===== src/rtl/common_dffram_2a1wbnr.sv =====
// ============================================================================
// common_dffram_2a1wbnr
// ----------------------------------------------------------------------------
// Flip-flop based RAM with one bit-masked write port and RAM_READ_PORTS
// independent read ports. Used for register files, predictor tables and tag
// arrays that need several reads per cycle.
//
// Every entry resets asynchronously to its slice of RAM_RESET_VALUE. A
// synchronous flash-clear (clr) restores the whole array to that image in one
// cycle, and it takes priority over a write in the same cycle.
//
// Read ports are either combinational (zero latency) or registered (1 cycle,
// gated by enb[k]). With RAM_BYPASS=1 a port sees the value the addressed
// entry will hold after the current edge (write-through / clear-through);
// with RAM_BYPASS=0 it sees the current contents (read-before-write).
//
// Ports:
//   clk     in   clock, all state updates on the rising edge
//   resetn  in   asynchronous reset, active-low
//   clr     in   synchronous flash-clear to RAM_RESET_VALUE
//   addra   in   write address
//   ena     in   write enable
//   wea     in   per-bit write mask
//   dina    in   write data
//   enb     in   per-read-port enable (registered read mode only)
//   addrb   in   packed read addresses, port k at [k*AW +: AW]
//   doutb   out  packed read data,      port k at [k*DW +: DW]
// ============================================================================
module common_dffram_2a1wbnr #(
    parameter int RAM_DATA_WIDTH      = 8,
    parameter int RAM_ADDR_WIDTH      = 2,
    parameter int RAM_READ_PORTS      = 2,
    parameter int RAM_READ_REGISTERED = 0,
    parameter int RAM_BYPASS          = 0,
    parameter logic [(2**RAM_ADDR_WIDTH)*RAM_DATA_WIDTH-1:0] RAM_RESET_VALUE = '0
) (
    input  logic                                     clk,
    input  logic                                     resetn,
    input  logic                                     clr,
    input  logic [RAM_ADDR_WIDTH-1:0]                addra,
    input  logic                                     ena,
    input  logic [RAM_DATA_WIDTH-1:0]                wea,
    input  logic [RAM_DATA_WIDTH-1:0]                dina,
    input  logic [RAM_READ_PORTS-1:0]                enb,
    input  logic [RAM_READ_PORTS*RAM_ADDR_WIDTH-1:0] addrb,
    output logic [RAM_READ_PORTS*RAM_DATA_WIDTH-1:0] doutb
);

    localparam int DW    = RAM_DATA_WIDTH;
    localparam int AW    = RAM_ADDR_WIDTH;
    localparam int DEPTH = 1 << AW;

    logic [DW-1:0] mem     [DEPTH];
    logic [DW-1:0] rst_ent [DEPTH];

    // Reset image unpacked once so both the array and the bypass path can
    // index it by address.
    for (genvar i = 0; i < DEPTH; i++) begin : g_rst_ent
        assign rst_ent[i] = RAM_RESET_VALUE[i*DW +: DW];
    end

    // ------------------------------------------------------------------------
    // Storage array
    // ------------------------------------------------------------------------
    always_ff @(posedge clk or negedge resetn) begin
        if (!resetn) begin
            for (int i = 0; i < DEPTH; i++) begin
                mem[i] <= rst_ent[i];
            end
        end else if (clr) begin
            for (int i = 0; i < DEPTH; i++) begin
                mem[i] <= rst_ent[i];
            end
        end else if (ena) begin
            mem[addra] <= (mem[addra] & ~wea) | (dina & wea);
        end
    end

    // ------------------------------------------------------------------------
    // Read ports
    // ------------------------------------------------------------------------
    for (genvar k = 0; k < RAM_READ_PORTS; k++) begin : g_rd
        logic [AW-1:0] rd_addr;
        logic [DW-1:0] mem_rd;
        logic [DW-1:0] rd_sel;

        assign rd_addr = addrb[k*AW +: AW];
        assign mem_rd  = mem[rd_addr];

        if (RAM_BYPASS != 0) begin : g_byp
            logic hit;
            // Next value of the addressed entry: clear beats write, and a
            // write only affects the bits selected by wea.
            assign hit    = ena && (addra == rd_addr);
            assign rd_sel = clr ? rst_ent[rd_addr]
                          : hit ? ((mem_rd & ~wea) | (dina & wea))
                          : mem_rd;
        end else begin : g_nobyp
            assign rd_sel = mem_rd;
        end

        if (RAM_READ_REGISTERED != 0) begin : g_reg
            logic [DW-1:0] dout_q;

            always_ff @(posedge clk or negedge resetn) begin
                if (!resetn) begin
                    dout_q <= '0;
                end else if (enb[k]) begin
                    dout_q <= rd_sel;
                end
            end

            assign doutb[k*DW +: DW] = dout_q;
        end else begin : g_comb
            assign doutb[k*DW +: DW] = rd_sel;
        end
    end

    // Combinational read ports have no use for the read enables.
    if (RAM_READ_REGISTERED == 0) begin : g_no_enb
        logic unused_enb;
        assign unused_enb = ^enb;
    end

endmodule


===== config.mk =====
export PLATFORM = sky130hd
export DESIGN_NAME = common_dffram_2a1wbnr
export DESIGN_NICKNAME = d
export VERILOG_FILES = /design/src/rtl/common_dffram_2a1wbnr.sv
export SDC_FILE = /design/constraint.sdc
export NUM_CORES = 1
export LEC_CHECK = 0
export ABC_CLOCK_PERIOD_IN_PS = 1400
export BUFFER_PORTS_ARGS = -buffer_cell sky130_fd_sc_hd__buf_4
export CAP_MARGIN = 40
export CORE_UTILIZATION = 42
export CTS_BUF_LIST = sky130_fd_sc_hd__clkbuf_4
export CTS_CLUSTER_SIZE = 30
export DETAILED_ROUTE_END_ITERATION = 7
export HOLD_SLACK_MARGIN = 0.06
export PLACE_DENSITY = 0.62
export SYNTH_ARGS = -nofsm -noshare
export SYNTH_HDL_FRONTEND = slang
export SYNTH_SLANG_ARGS = --single-unit
export TNS_END_PERCENT = 10

===== constraint.sdc =====
create_clock -name clk -period 1.4 [get_ports clk]
set_clock_uncertainty 0.15 [all_clocks]
set_input_delay 0.07 -clock clk [delete_from_list [all_inputs] [get_ports clk]]
set_output_delay 0.07 -clock clk [all_outputs]
set_load 0.01 [all_outputs]

==> results by group <==
Timing
  • Unrepaired setup endpoints after global routing: true
  • Min cycle time layout: 1.60 ns
  • Max-slew violations: 0
  • Setup TNS: -3.06 ns
  • Final hold viol count: 0
  • Fin crit share: 114%
  • Post-route worst setup slack: -0.201 ns
  • Worst slew margin: 71.7%
  • Tightest Pin Transition: 0.425 ns
  • Final setup vio count: 16
  • Fmax: 625 MHz

Layout
  • Biggest registers after layout: mem: 32 flops
  • Ant diodes: 0
  • Max reg flops: 32
  • Share of layout cells above drive strength 1: approximately two fifths
  • Final Cell Area: 0.00286 mm2
  • Most flops, register: mem
  • Area growth syn-to-layout: 34.6%
  • Final nets: 274
  • Non-Filler Instances: approximately 310

Worst setup path
  • Stages on worst setup path: 2
  • Critical path startpoint category: flop
  • Worst EP required: about 1.2 ns
  • Reg2reg path depth: 3
  • CP Class: flop to primary output
  • Worst R2R End: mem[0]
  • Slowest CP cell: mux4_2
  • Worst Setup End Kind: primary output
  • R2R Path Start: mem[0]
  • Crit path max fanout: 3
  • Crit-path leading delay family: multiplexers
  • Worst Path Buf+Inv: 1
  • Critical path arrival: between 1 and 1.5 ns
  • Largest stage delay on the critical path: 0.49 ns
  • Flop-to-flop setup slack: 0.03 ns
  • CP Cell Sequence: mux4_2 > buf_6

Power
  • LEAKAGE: 1.28 nW
  • Worst VDD drop: 0.511 mV
  • Pwr Density: between 600 and 700 mW/mm2

Logic synthesis
  • Net Count, Synth: 206
  • Top cell type's share of synthesized area: 37.7%
  • Syn Std Cell Area: between 0.002 and 0.0025 mm2
  • #FFs+latches synth: 32
  • Area contributors post-synth: dfrtp_1 (38%), mux4_2 (17%), a32o_1 (4.7%)
  • Main synth FF type: dfrtp_1
  • Number of distinct library cells after synthesis: 33
  • Post-synth EDFFs: 0
  • Async S/R FF share, synth: 100%
  • Mean Syn Cell Area: 11.9 um2
  • Cells after synthesis: 178
  • Register area share after synthesis: 37.7%
  • Largest area contributor in the netlist: dfrtp_1
  • Ys Warns: 0

Run status
  • Outcome: finished, violations left
  • Failing checks: setup timing

Place
  • DPL Wire Length: 3.99 mm
  • Post-Place Cells: between 200 and 300
  • GPL Wtd Cong: 0.782
  • Placed Area: 0.00249 mm2
  • Port bufs: 41

Detailed routing
  • TritonRoute pass-1 iters: 4
  • Post-route DRC: 0
  • Routed wire length: 5.93 mm
  • Antenna Violating Nets Remaining: 0
  • Average vias per placed instance: 5.83
  • Via count: ~1800
  • 1st-iter DRT viols: between 100 and 150
  • WL/cell: 18.9 um

CTS
  • CTS sink count: 32
  • Cts bufs inserted: 5
  • Clock root cell: clkbuf_4
  • Clock Path Buffers: 2
  • Clock Latency Late Sink: ~0.34 ns
  • H-tree levels: 2
  • CTS tree: done
  • Clk pin slew, worst setup/hold paths: 0.10 ns

GRT
  • Largest net degree at the start of global routing: 33
  • Vias in the first global route: about 1900
  • Total GRT Usage: between 20% and 30%
  • First-pass GRT wire length: between 9 and 10 mm
  • GRT overflow: 0
  • Initial antenna violation count: 0

Floorplan
  • Die H: ~73 um
  • # rows: 25
  • Die ar.: 0.00534 mm2
  • Die W: approximately 73 um
  • Initial Util: 44.3%
  • Core area: roughly 0.0048 mm2
  • Io pins: 44

Run
  • Max_cap viols: 0

Min path
  • Hold crit path type: input port to asynchronous set/reset pin
-- logic make-up after synthesis --
| logic type | after synthesis | share of synthesized area (%) |
|---|---|---|
| flip-flops | 32 | 37.7 |
| AND/OR/NAND/NOR | 52 | 16.3 |
| AO/OA/AOI/OAI | 49 | 19.4 |
| buffers and inverters | 21 | 5.60 |
| multiplexers | 24 | 20.9 |
-- layer usage --
| layer | track usage (%) | up-vias | wire length (um) |
|---|---|---|---|
| met4 | 11.3 | 0 | 175 |
| met2 | 38.5 | 60 | 2890 |
| met3 | 5.11 | 18 | 258 |
| li1 | - | 838 | - |
| met5 | 0 | - | 0 |
| met1 | 31.8 | 908 | 2600 |
-- cells in the final DEF (no fill, tap or decap) --
cell and n:
a211o_1 5, a21oi_1 9, a311oi_1 3, a31o_1 1
a31o_2 10, a32o_1 10, and2_1 1, and3_1 1
and3_2 1, and3b_1 3, buf_4 35, buf_6 16
clkbuf_4 6, clkinv_2 1, dfrtp_1 32, dlygate4sd3_1 22
dlymetal6s4s_1 1, inv_1 8, mux2_2 3, mux2i_1 5
mux4_2 16, nand2_1 10, nand2b_1 13, nand3_4 1
nand3b_1 7, nand3b_4 1, nor2_1 7, nor2b_1 3
nor2b_4 1, nor3b_2 3, o21ai_0 5, o41ai_1 2
o41ai_2 4
-- where the power goes --
part           internal, mW  switching (mW)
sequential            0.951          0.0245
clock                 0.204           0.315
combinational         0.245           0.223
total                  1.40           0.562
-- cell usage after synthesis, types with 2 or more instances --
| library cell | n |
|---|---|
| mux4_2 | 16 |
| buf_6 | 4 |
| a21oi_1 | 9 |
| nor2b_1 | 3 |
| buf_2 | 2 |
| a31o_2 | 10 |
| a311oi_1 | 3 |
| a211o_1 | 5 |
| o41ai_1 | 3 |
| o21ai_0 | 5 |
| clkbuf_1 | 3 |
| o41ai_2 | 3 |
| nor2_1 | 7 |
| mux2_2 | 3 |
| inv_1 | 8 |
| nand2b_1 | 13 |
| nand3b_1 | 7 |
| a32o_1 | 10 |
| mux2i_1 | 5 |
| buf_1 | 2 |
| buf_4 | 2 |
| nand2_1 | 10 |
| and3b_1 | 3 |
| dfrtp_1 | 32 |
| nor3b_2 | 2 |
-- per-stage QoR --
| step | power, mW | setup slack (ns) | util (%) | hold WS (ns) |
|---|---|---|---|---|
| CTS | 1.97 | -0.210 | 59.3 | 0.0611 |
| global route | 2.06 | -0.253 | 59.7 | 0.0812 |
| finish | 1.96 | -0.201 | 59.7 | 0.0518 |
| detailed placement | 1.39 | 0.0100 | 52.1 | -0.113 |
| floorplan | 1.21 | 0.158 | - | -0.376 |
| global placement | 1.37 | 0.119 | 52.1 | -0.119 |
-- worst max-delay path by stage --
| stage | end | slack [ns] | start |
|---|---|---|---|
| 6_report | doutb[7] | -0.20 | mem[7] |
| 5_1_grt | doutb[13] | -0.25 | mem[5] |
| 4_1_cts | doutb[8] | -0.21 | mem[0] |
| 3_5_place_dp | mem[3] | 0.01 | addra[0] |
| 3_3_place_gp | mem[0] | 0.12 | addra[0] |
| 2_1_floorplan | mem[0] | 0.16 | mem[0] |
-- final cells by class --
cell class	count	area [um2]
Multi-Input combinational cell	125	1210
Timing Repair Buffer	74	676
Clock buffer	6	45.0
Clock inverter	1	5.00
Fill cell	408	1930
Sequential cell	32	801
Tap cell	67	83.8
Inverter	8	30.0
-- what timing repair did --
| action | CTS | global route |
|---|---|---|
| endpoints found under the setup margin | 16 | 19 |
| hold buffers | 23 | 0 |
| gates resized for setup | 16 | 3 |
| buffers inserted | 1 | 0 |
| hold endpoints to repair | 64 | 0 |
Power figures use the tool's default switching activity.
